--- config.mk ---
export PLATFORM = sky130hd
export DESIGN_NAME = space_wire_tx_fifo_arbiter
export DESIGN_NICKNAME = d
export VERILOG_FILES = /design/src/rtl/space_wire_pkg.sv /design/src/rtl/space_wire_rr_select.sv /design/src/rtl/space_wire_tx_fifo_arbiter.sv
export SDC_FILE = /design/constraint.sdc
export NUM_CORES = 1
export LEC_CHECK = 0
export CORE_ASPECT_RATIO = 1.25
export CORE_MARGIN = 2
export CORE_UTILIZATION = 44
export DETAILED_ROUTE_END_ITERATION = 8
export HOLD_SLACK_MARGIN = 0.06
export PLACE_DENSITY = 0.84
export SKIP_LAST_GASP = 1
export SYNTH_ARGS = -nofsm -noshare
export SYNTH_HDL_FRONTEND = slang
export SYNTH_HIERARCHICAL = 1
export SYNTH_SLANG_ARGS = --single-unit
--- constraint.sdc ---
create_clock -name i_wr_clk -period 2.31 [get_ports i_wr_clk]
set_input_delay 0.462 -clock i_wr_clk [delete_from_list [all_inputs] [get_ports i_wr_clk]]
set_output_delay 0.462 -clock i_wr_clk [all_outputs]
set_load 0.01 [all_outputs]
--- src/rtl/space_wire_pkg.sv ---
// Shared SpaceWire character constants, packet-end test and arbiter state encoding.
package space_wire_pkg;

    localparam logic [8:0] C_EOP = 9'h100;
    localparam logic [8:0] C_EEP = 9'h101;

    typedef enum logic [1:0] {
        IDLE  = 2'd0,
        XFER  = 2'd1,
        ABORT = 2'd2
    } state_e;

    // EOP and EEP differ only in bit 0; every other control code passes through.
    function automatic logic is_eop_eep(input logic [8:0] ch);
        return ch[8] && (ch[7:1] == 7'd0);
    endfunction

endpackage

--- src/rtl/space_wire_rr_select.sv ---
// Combinational round-robin pick: first valid index after last_idx, wrapping modulo N.
module space_wire_rr_select #(
    parameter int unsigned N     = 4,
    parameter int unsigned IDX_W = $clog2(N)
) (
    input  logic [N-1:0]     valid,
    input  logic [IDX_W-1:0] last_idx,
    output logic [N-1:0]     sel,
    output logic [IDX_W-1:0] sel_idx,
    output logic             any
);

    always_comb begin
        int cand;
        sel     = '0;
        sel_idx = '0;
        any     = 1'b0;
        cand    = 0;
        for (int i = 1; i <= int'(N); i++) begin
            cand = int'(last_idx) + i;
            if (cand >= int'(N)) begin
                cand = cand - int'(N);
            end
            for (int j = 0; j < int'(N); j++) begin
                if (!any && (cand == j) && valid[j]) begin
                    any     = 1'b1;
                    sel[j]  = 1'b1;
                    sel_idx = IDX_W'(j);
                end
            end
        end
    end

endmodule

--- src/rtl/space_wire_tx_fifo_arbiter.sv ---
// Packet-granular round-robin arbiter for the SpaceWire TX FIFO write port,
// with EEP injection when the owning source stalls mid-packet.
module space_wire_tx_fifo_arbiter
    import space_wire_pkg::*;
#(
    parameter int unsigned N_REQ       = 4,
    parameter int unsigned START_LEVEL = 48,
    parameter int unsigned TIMEOUT     = 255
) (
    input  logic                 i_wr_clk,
    input  logic                 i_reset_n,
    input  logic [N_REQ-1:0]     i_req_valid,
    input  logic [9*N_REQ-1:0]   i_req_data,
    output logic [N_REQ-1:0]     o_req_ready,
    output logic                 o_fifo_wren,
    output logic [8:0]           o_fifo_data,
    input  logic                 i_fifo_full,
    input  logic [5:0]           i_fifo_wrusdw,
    output logic [N_REQ-1:0]     o_grant,
    output logic                 o_busy,
    output logic                 o_abort,
    output logic [7:0]           o_abort_cnt
);

    localparam int unsigned      IDX_W     = $clog2(N_REQ);
    localparam logic [IDX_W-1:0] LAST_RST  = IDX_W'(N_REQ - 1);
    localparam logic [15:0]      TIMEOUT_V = 16'(TIMEOUT);

    state_e             state_q, state_d;
    logic [N_REQ-1:0]   grant_q, grant_d;
    logic [IDX_W-1:0]   owner_q, owner_d;
    logic [IDX_W-1:0]   last_q, last_d;
    logic [15:0]        idle_q, idle_d;
    logic               wren_q, wren_d;
    logic [8:0]         data_q, data_d;
    logic               abort_q, abort_d;
    logic [7:0]         abort_cnt_q, abort_cnt_d;
    logic [N_REQ-1:0]   ready_c;

    logic [N_REQ-1:0]   rr_sel;
    logic [IDX_W-1:0]   rr_idx;
    logic               rr_any;
    logic               owner_valid;
    logic [8:0]         owner_char;
    logic               level_ok;

    space_wire_rr_select #(
        .N     (N_REQ),
        .IDX_W (IDX_W)
    ) u_rr_select (
        .valid    (i_req_valid),
        .last_idx (last_q),
        .sel      (rr_sel),
        .sel_idx  (rr_idx),
        .any      (rr_any)
    );

    // Owner's valid and character, muxed by the registered owner index.
    always_comb begin
        owner_valid = 1'b0;
        owner_char  = '0;
        for (int k = 0; k < int'(N_REQ); k++) begin
            if (owner_q == IDX_W'(k)) begin
                owner_valid = i_req_valid[k];
                owner_char  = i_req_data[9*k +: 9];
            end
        end
    end

    assign level_ok = 32'(i_fifo_wrusdw) < START_LEVEL;

    always_comb begin
        state_d     = state_q;
        grant_d     = grant_q;
        owner_d     = owner_q;
        last_d      = last_q;
        idle_d      = idle_q;
        wren_d      = 1'b0;
        data_d      = data_q;
        abort_d     = 1'b0;
        abort_cnt_d = abort_cnt_q;
        ready_c     = '0;

        case (state_q)
            IDLE: begin
                if (rr_any && !i_fifo_full && level_ok) begin
                    grant_d = rr_sel;
                    owner_d = rr_idx;
                    idle_d  = '0;
                    state_d = XFER;
                end
            end
            XFER: begin
                if (idle_q == TIMEOUT_V) begin
                    state_d = ABORT;
                end else begin
                    ready_c = grant_q & {N_REQ{~i_fifo_full}};
                    if (!i_fifo_full) begin
                        if (owner_valid) begin
                            wren_d = 1'b1;
                            data_d = owner_char;
                            idle_d = '0;
                            if (is_eop_eep(owner_char)) begin
                                last_d  = owner_q;
                                grant_d = '0;
                                state_d = IDLE;
                            end
                        end else begin
                            idle_d = idle_q + 16'd1;
                        end
                    end
                end
            end
            ABORT: begin
                // A full FIFO only delays the EEP; the abort itself is committed.
                if (!i_fifo_full) begin
                    wren_d  = 1'b1;
                    data_d  = C_EEP;
                    abort_d = 1'b1;
                    if (abort_cnt_q != 8'hFF) begin
                        abort_cnt_d = abort_cnt_q + 8'd1;
                    end
                    last_d  = owner_q;
                    grant_d = '0;
                    state_d = IDLE;
                end
            end
            default: begin
                grant_d = '0;
                state_d = IDLE;
            end
        endcase
    end

    always_ff @(posedge i_wr_clk or negedge i_reset_n) begin
        if (!i_reset_n) begin
            state_q     <= IDLE;
            grant_q     <= '0;
            owner_q     <= '0;
            last_q      <= LAST_RST;
            idle_q      <= '0;
            wren_q      <= 1'b0;
            data_q      <= '0;
            abort_q     <= 1'b0;
            abort_cnt_q <= '0;
        end else begin
            state_q     <= state_d;
            grant_q     <= grant_d;
            owner_q     <= owner_d;
            last_q      <= last_d;
            idle_q      <= idle_d;
            wren_q      <= wren_d;
            data_q      <= data_d;
            abort_q     <= abort_d;
            abort_cnt_q <= abort_cnt_d;
        end
    end

    assign o_req_ready = ready_c;
    assign o_fifo_wren = wren_q;
    assign o_fifo_data = data_q;
    assign o_grant     = grant_q;
    assign o_busy      = (state_q != IDLE);
    assign o_abort     = abort_q;
    assign o_abort_cnt = abort_cnt_q;

endmodule

==> flow_summary.json, run 1 <==
{
  "row_count": 32,
  "rsz0062_at_grt": "true",
  "drt-vias-per-instance": 5.74,
  "setup_ws_ps": -4.05,
  "synth_top_family_by_area": "simple AND/OR/NAND/NOR gates",
  "status": "finished, violations left",
  "skew_ps": 8.59,
  "required_ps": 2540,
  "syn_avg_cell_area_um2": 10.0,
  "n_fill_cell": 452,
  "synth_compound_area_frac": 0.176,
  "drt-initial-drc-count": 256,
  "critical_path_class": "input port to flip-flop",
  "layout-drive-gt1-share": 0.224,
  "routabilityCongestion": 0.834,
  "grt_first_pass_wirelength_mm": 13.2,
  "yosysUniqueCellTypes": 57,
  "wl_mm": 7.94,
  "ys_seq_area_frac": 0.406,
  "first_pass_iters": 4,
  "die_w_um": 75.1,
  "setup.worst_path.start": "i_req_data[14]",
  "cts_tree": "built",
  "synth-adder-area-share": 0.0225,
  "dp_hpwl_mm": 5.72,
  "ys_ff_latch": 45,
  "grt_pass1_vias": 2876,
  "synth-async-reset-ratio": 1.00,
  "powerDensity_nw_per_um2": 909,
  "area_growth_pct": 46.6,
  "hold_viol_final": 0,
  "fp.dieArea_um2": 6980,
  "reg2reg_from": "owner_q[0]",
  "slew_viol_final": 0,
  "clock_path_buffers": 2,
  "grt_overflow": 0,
  "diodes": 0,
  "cp-start-kind": "input port",
  "htree_num_levels": 2,
  "grt_max_degree": 25,
  "yosys_warnings": 6,
  "track_usage": 0.242,
  "tightest_slew_ps": 569,
  "synth-main-ff-cell": "dfrtp_1",
  "multi_input_area_um2": 1600,
  "hp-class": "input port to async pin",
  "synthMuxAreaShare": 0.126,
  "seqCellArea_um2": 1130,
  "synth_cells": 278,
  "cts.sinks": 45,
  "slew_headroom": 0.617,
  "clock_latency_ps": 310,
  "core_area_um2": 6130,
  "fin_crit_sh": 1.00,
  "violations": "negative setup slack",
  "antenna_found_initial": 0,
  "arrival_ps": 2550,
  "vdd_ir_drop_max_v": 0.000745,
  "final_area_um2": 4080,
  "clkSlewWorstSetupHoldPaths_ps": 90,
  "synth_edf_count": 0,
  "synth-simple-area-share": 0.211,
  "maxCapViolCount": 0,
  "timing.final.crit_period_ps": 2310,
  "num_vias": 2745,
  "setup_tns_ps": -6.91,
  "cts_hold_buf": 0,
  "nNetsFinal": 446,
  "clock-root-buffer": "clkbuf_8",
  "fmax_mhz": 432,
  "placed_area_um2": 3880,
  "start_util": 0.454,
  "setup_viol": 2,
  "syn-cell-area_um2": 2780,
  "cts_buffers": 5,
  "fin_cells": 478,
  "die_h_um": 92.9,
  "crit_fanout": 4,
  "drc": 0,
  "end_kind": "flip-flop",
  "syn_nets": 332,
  "leakage_nw": 1.79,
  "wl_per_cell_um": 16.6,
  "port_buffers": 72,
  "ant_nets": 0,
  "whs_ps": 104,
  "yosys.area_share.xor_xnor": 0.0220,
  "dp.cells": 463,
  "pin_count": 77
}
[cells in the final DEF (no fill, tap or decap), types with 2 or more instances in the layout]
cell	n
dfrtp_1	43
and3_1	7
a21oi_2	2
nand2b_1	10
o21ai_1	14
nand4_1	6
xor2_1	3
mux2_1	3
inv_1	10
clkdlybuf4s50_1	66
buf_12	2
nor3_1	5
xnor2_1	4
clkbuf_8	6
nand3_1	11
mux2_4	2
and2_1	3
o41ai_1	5
nand2_1	24
o221a_2	2
or2b_1	2
nor4_4	3
o22ai_1	2
mux4_1	3
mux4_2	7
o21ai_0	2
clkbuf_2	4
a31oi_1	4
o31ai_1	20
nor2b_1	4
mux2i_1	5
nor2_1	22
buf_4	45
dfstp_2	2
ha_1	4
a21oi_1	7
[state kept, by name (all words and copies together), names as in the netlist]
signal and cells:
idle_q 16, last_q 2, o_fifo_wren 1, o_grant 4, state_q 2, o_abort_cnt 8
owner_q 2, o_fifo_data 9, o_abort 1
[power by group]
group	leakage, nW	internal (W)	switching, W
Sequential	0.598	0.000963	0.000164
Clock	0.0574	0.000352	0.000297
Combinational	1.13	0.00102	0.000909
Total	1.79	0.00234	0.00137
[final cells by class]
| cell class | instances | area share |
|---|---|---|
| Multi-Input combinational cell | 209 | 0.391 |
| Sequential cell | 45 | 0.277 |
| Timing Repair Buffer | 120 | 0.267 |
| Tap cell | 85 | 0.0261 |
| Clock buffer | 6 | 0.0202 |
| Inverter | 11 | 0.0101 |
| Clock inverter | 2 | 0.00920 |
[cells by family (layout without fill, tap and decap cells)]
logic type,count (synthesis),after routing
and+or+nand+nor,107,107
AOI/OAI and AO/OA,70,70
DFF,45,45
buffers and inverters,24,139
muxes,20,20
xor gates and xnor gates,7,7
adders and majority gates,5,5
[routing by layer]
metal	up-vias	GRT usage	wire (µm)
li1	1274	-	-
met1	1364	0.284	3190
met2	89	0.420	4290
met3	18	0.0370	283
met4	0	0.113	178
met5	-	0	0
[metrics by stage]
step / setup WS, ps / utilization / total power, W
final: -4.05 / 0.666 / 0.00371
after global routing: -90.0 / 0.666 / 0.00392
after CTS: -0.173 / 0.659 / 0.00364
after detailed placement: -262 / 0.633 / 0.00298
after global placement: -238 / 0.633 / 0.00293
after floorplan: 141 / - / 0.00220
[critical path, stage by stage]
cell	delay [ps]
clkdlybuf4s50_1	450
mux4_2	520
nor4_4	430
o311ai_2	220
a21oi_2	170
buf_6	130
mux2i_1	170
[worst paths after layout]
| path | end | slack, ps | cells after the start |
|---|---|---|---|
| min in group i_wr_clk | o_fifo_data[0] | 500 | 2 |
| worst max-delay path | o_grant[1] | -4 | 7 |
| worst min-delay path | o_abort_cnt[6] | 100 | 1 |
| max in group asynchronous | last_q[0] | 1630 | 2 |
| worst max register to register | o_grant[1] | 10 | 7 |
| worst min register to register | o_fifo_data[0] | 500 | 2 |
[what timing repair did]
| action | 4_1_cts | 5_1_grt |
|---|---|---|
| setup endpoints to repair | 4 | 12 |
| setup buffers | 2 | 5 |
| resized for setup | 11 | 10 |
| pin swaps | 6 | 11 |
[cell usage after synthesis (all sizes together) (2+ instances only)]
master  count  area (µm²)
o31ai      21         158
inv        11        41.3
nand3      11        55.1
o21ai      16        80.1
xor2        3        26.3
nand4       6        37.5
a21oi       9        52.6
mux2i       5        50.1
mux4       10         236
nand2      24        90.1
dfstp       2        52.6
o221a       2        22.5
clkbuf      9        35.0
dfrtp      43        1080
nor2       22        82.6
a31oi       4        25.0
mux2        5        63.8
and2        3        18.8
o41ai       5        43.8
buf         4        26.3
or2         3        21.3
nor3        5        25.0
nand2b     10        62.6
nor4        4        46.3
and3        8        50.1
or2b        2        15.0
nor2b       4        25.0
xnor2       4        35.0
o22ai       2        12.5
ha          5        62.6
Note: power is estimated with default switching activity, not from simulation.
==> inputs of run 2 (changes only) <==
- TNS_END_PERCENT: unset -> 50
==> flow_summary.json, run 2 (synthesis results as in run 1) <==
{
  "worstPathCellList": "clkdlybuf4s50_1, mux4_2, nor4_4, o311ai_2, a21oi_2, buf_6, mux2i_1",
  "htree_num_levels": 2,
  "setup_ws_ps": 1.12,
  "core_area_um2": 6130,
  "cpPeakStageDelay_ps": 520,
  "fin_crit_sh": 1.00,
  "final_area_um2": 4070,
  "cp-start-kind": "input port",
  "drt-initial-drc-count": 249,
  "pin_count": 77,
  "fmax_mhz": 433,
  "place_ws_ps": -262,
  "layout_commonest_cell": "clkdlybuf4s50_1",
  "regMostFlops": "idle_q",
  "dp_hpwl_mm": 5.72,
  "port_buffers": 72,
  "dp.cells": 463,
  "clock-root-buffer": "clkbuf_8",
  "clkSlewWorstSetupHoldPaths_ps": 100,
  "diodes": 0,
  "drc": 0,
  "placed_area_um2": 3880,
  "setup_tns_ps": 0,
  "largest_reg_flops": 16,
  "clock_path_buffers": 2,
  "timing.final.crit_period_ps": 2310,
  "routabilityCongestion": 0.834,
  "die_w_um": 75.1,
  "cts.sinks": 45,
  "arrival_ps": 2540,
  "worst_path_max_delay_cell": "mux4_2",
  "ant_nets": 0,
  "wl_mm": 7.81,
  "cts_buffers": 5,
  "status": "completed",
  "tightest_slew_ps": 565,
  "die_h_um": 92.9,
  "area_growth_pct": 46.3,
  "leakage_nw": 1.78,
  "slew_viol_final": 0,
  "hold_viol_final": 0,
  "num_vias": 2741,
  "setup_viol": 0,
  "rr_worst_depth": 7,
  "clock_latency_ps": 310,
  "drt-vias-per-instance": 5.73,
  "row_count": 32,
  "grt_pass1_vias": 2874,
  "hp-class": "input port to async pin",
  "vdd_ir_drop_max_v": 0.000749,
  "skew_ps": 9.78,
  "cp_top_family": "multiplexers",
  "layout-drive-gt1-share": 0.219,
  "rsz0062_at_grt": "true",
  "wl_per_cell_um": 16.3,
  "antenna_found_initial": 0,
  "cts_tree": "built",
  "fp.dieArea_um2": 6980,
  "critical_path_class": "input port to flip-flop",
  "nNetsFinal": 446,
  "maxCapViolCount": 0,
  "end_kind": "flip-flop",
  "final_cell_mix": "clkdlybuf4s50_1, buf_4, dfrtp_1",
  "grt_first_pass_wirelength_mm": 13.2,
  "crit_fanout": 4,
  "fin_cells": 478,
  "first_pass_iters": 4,
  "start_util": 0.454,
  "powerDensity_nw_per_um2": 908,
  "crit_buf_inv": 2,
  "slew_headroom": 0.620,
  "track_usage": 0.241,
  "worstSetupPathDepth": 7,
  "grt_overflow": 0,
  "required_ps": 2540,
  "grt_max_degree": 25
}
run 2: cell counts in the layout (fill, tap and decap cells not counted):
Identical to the previous run, type by type.
run 2: layout make-up:
| class | instances | area, µm² |
|---|---|---|
| Inverter | 11 | 41.3 |
| Sequential cell | 45 | 1130 |
| Clock inverter | 2 | 37.5 |
| Fill cell | 457 | 2050 |
| Timing Repair Buffer | 120 | 1090 |
| Tap cell | 85 | 106 |
| Clock buffer | 6 | 82.6 |
| Multi-Input combinational cell | 209 | 1590 |
run 2: worst reg2reg max path: cells and delay by family (launching register included):
kind                   cells  cell delay (ps)
muxes                      2              720
DFF                        1              410
and+or+nand+nor            1              430
buffers and inverters      2              290
AOI/OAI and AO/OA          2              380
run 2: power breakdown:
group          internal, W  total, W  switching (W)
registers         0.000963   0.00113       0.000163
logic              0.00102   0.00192       0.000903
clock network     0.000352  0.000649       0.000297
total              0.00233   0.00370        0.00136
run 2: path summary, 6_finish.rpt:
| kind | startpoint | to | slack, ps |
|---|---|---|---|
| max in group asynchronous | i_reset_n | last_q[1] | 1630 |
| max | i_req_data[14] | o_grant[2] | 1 |
| max reg2reg | owner_q[0] | o_grant[2] | 10 |
| min | i_reset_n | o_abort_cnt[6] | 100 |
| min reg2reg | o_fifo_data[0] | o_fifo_data[0] | 500 |
| min in group i_wr_clk | o_fifo_data[0] | o_fifo_data[0] | 500 |
run 2: per-stage QoR:
step / hold WS (ps) / power, W / util
floorplan: 166 / 0.00220 / -
global placement: 453 / 0.00293 / 0.633
finish: 103 / 0.00370 / 0.665
CTS: 120 / 0.00364 / 0.658
global route: 141 / 0.00391 / 0.665
detailed placement: 455 / 0.00298 / 0.633
run 2: repair_timing:
| item | CTS | global route |
|---|---|---|
| resized for setup | 9 | 10 |
| endpoints found under the setup margin | 4 | 12 |
| setup buffers | 2 | 5 |
| pin swaps | 6 | 11 |
| hold endpoints to repair | 0 | 0 |
| hold buffers | 0 | 0 |
| gates cloned | 0 | 0 |
run 2: per-layer routing:
layer	vias up	GRT usage	wire length [µm]	part of all wire
li1	1273	-	-	-
met1	1360	0.284	3140	0.40
met2	84	0.420	4180	0.53
met3	24	0.0359	276	0.035
met4	0	0.113	216	0.028
met5	-	0	0	0
==> inputs of run 3 (changes only) <==
- GPL_TIMING_DRIVEN: unset -> 0
==> flow_summary.json, run 3 (synthesis results as in run 1) <==
{
  "reg2reg_from": "owner_q[0]",
  "maxCapViolCount": 0,
  "min_delay_worst_endpoint": "idle_q[6]",
  "ant_nets": 0,
  "hold_start": "idle_q[6]",
  "powerDensity_nw_per_um2": 924,
  "start_util": 0.454,
  "whs_path_depth": 1,
  "violations": "negative setup slack",
  "setup_viol": 4,
  "power_w": 0.00370,
  "worst_path_max_delay_cell": "mux4_2",
  "setup_tns_ps": -75.4,
  "status": "finished, violations left",
  "fp.dieArea_um2": 6980,
  "final_area_um2": 4010,
  "core_area_um2": 6130,
  "tightest_slew_ps": 678,
  "skew_ps": 9.86,
  "slew_headroom": 0.544,
  "worstPathCellList": "buf_8, mux4_2, nor4_4, o311ai_2, a21oi_2, buf_6, mux2i_1",
  "cp-start-kind": "flip-flop",
  "rsz0062_at_grt": "true",
  "grt_pass1_vias": 2634,
  "crit_fanout": 5,
  "pin_count": 77,
  "seqCellArea_um2": 1130,
  "n_fill_cell": 481,
  "critical_path_class": "flip-flop to flip-flop",
  "grt_max_degree": 37,
  "regMostFlops": "idle_q",
  "placed_area_um2": 3620,
  "fin_crit_sh": 1.01,
  "grt_overflow": 0,
  "setup_ws_ps": -22.9,
  "cts_tree": "built",
  "diodes": 0,
  "row_count": 32,
  "arrival_ps": 2550,
  "final_cell_mix": "clkdlybuf4s50_1, dfrtp_1, nand2_1",
  "r2r-end": "o_grant[1]",
  "cts.sinks": 45,
  "drc": 0,
  "hold_viol_final": 0,
  "fmax_mhz": 429,
  "r2r_setup_slack_ps": -20,
  "port_buffers": 72,
  "clock_path_buffers": 2,
  "first_pass_iters": 4,
  "area_growth_pct": 44.0,
  "multi_input_area_um2": 1640,
  "nNetsFinal": 428,
  "cpPeakStageDelay_ps": 540,
  "dp_hpwl_mm": 5.49,
  "wl_per_cell_um": 17.1,
  "layout_commonest_cell": "clkdlybuf4s50_1",
  "vdd_ir_drop_max_v": 0.000554,
  "clock_latency_ps": 300,
  "leakage_nw": 1.70,
  "num_vias": 2678,
  "wl_mm": 7.86,
  "timing.final.crit_period_ps": 2330,
  "cts_buffers": 5,
  "layout-drive-gt1-share": 0.219,
  "clock-root-buffer": "clkbuf_8",
  "routabilityCongestion": 0.822,
  "clkSlewWorstSetupHoldPaths_ps": 90,
  "drt-vias-per-instance": 5.82,
  "die_w_um": 75.1,
  "hp-class": "flip-flop to flip-flop",
  "htree_num_levels": 2,
  "die_h_um": 92.9,
  "track_usage": 0.226,
  "rr_worst_depth": 7,
  "drt-initial-drc-count": 176,
  "slew_viol_final": 0,
  "antenna_found_initial": 0,
  "required_ps": 2530,
  "grt_first_pass_wirelength_mm": 12.4,
  "end_kind": "flip-flop",
  "largest_reg_flops": 16
}
[run 3: layout make-up]
type,count,share of cell area
clock inverter,3,0.0116
tap,85,0.0265
buffer,12,0.0219
multi-input combinational,209,0.410
inverter,11,0.0103
clock buffer,5,0.0172
timing repair buffer,90,0.219
sequential,45,0.283
[run 3: power by group]
group | total (W) | leakage (nW) | internal, W | switching [W]
combinational | 0.00199 | 1.05 | 0.00101 | 0.000988
sequential | 0.00109 | 0.592 | 0.000965 | 0.000130
clock | 0.000613 | 0.0543 | 0.000324 | 0.000289
total | 0.00370 | 1.70 | 0.00229 | 0.00141
[run 3: layer usage]
layer  GRT usage  vias up  share of wire
met5           0        -              0
met4      0.0848        0          0.026
met3      0.0316       19          0.034
met2       0.390       88           0.54
met1       0.281     1339           0.41
li1            -     1232              -
[run 3: what timing repair did]
action	in CTS	in global routing
endpoints found under the hold margin	9	0
pin swaps	8	10
resized for setup	23	38
hold buffers	1	0
endpoints found under the setup margin	35	37
buffers inserted	8	7
cloned	0	1
[run 3: per-stage QoR]
stage	utilization	setup slack [ps]	std cells	hold slack, ps
floorplan	-	141	278	166
finish	0.654	-22.9	460	487
global placement	0.589	-788	435	470
global route	0.654	-116	460	504
detailed placement	0.592	-843	436	340
CTS	0.630	-41.8	452	494
[run 3: critical path: cells and delay by family, from the launching register on]
family          cells  cell delay, ps
compound gates      2             360
buf+inv             2             280
simple gates        1             420
flops               1             440
mux                 2             730
[run 3: worst max-delay path by stage]
stage                     cells past startpoint          to      startpoint  slack (ps)
after floorplan                               6   last_q[0]       idle_q[0]         140
after global placement                        9  idle_q[13]  i_req_valid[3]        -790
after detailed placement                      9  idle_q[14]  i_req_valid[3]        -840
after CTS                                     7  o_grant[1]      owner_q[0]         -40
after global routing                          7  o_grant[1]      owner_q[0]        -120
final                                         7  o_grant[1]      owner_q[0]         -20
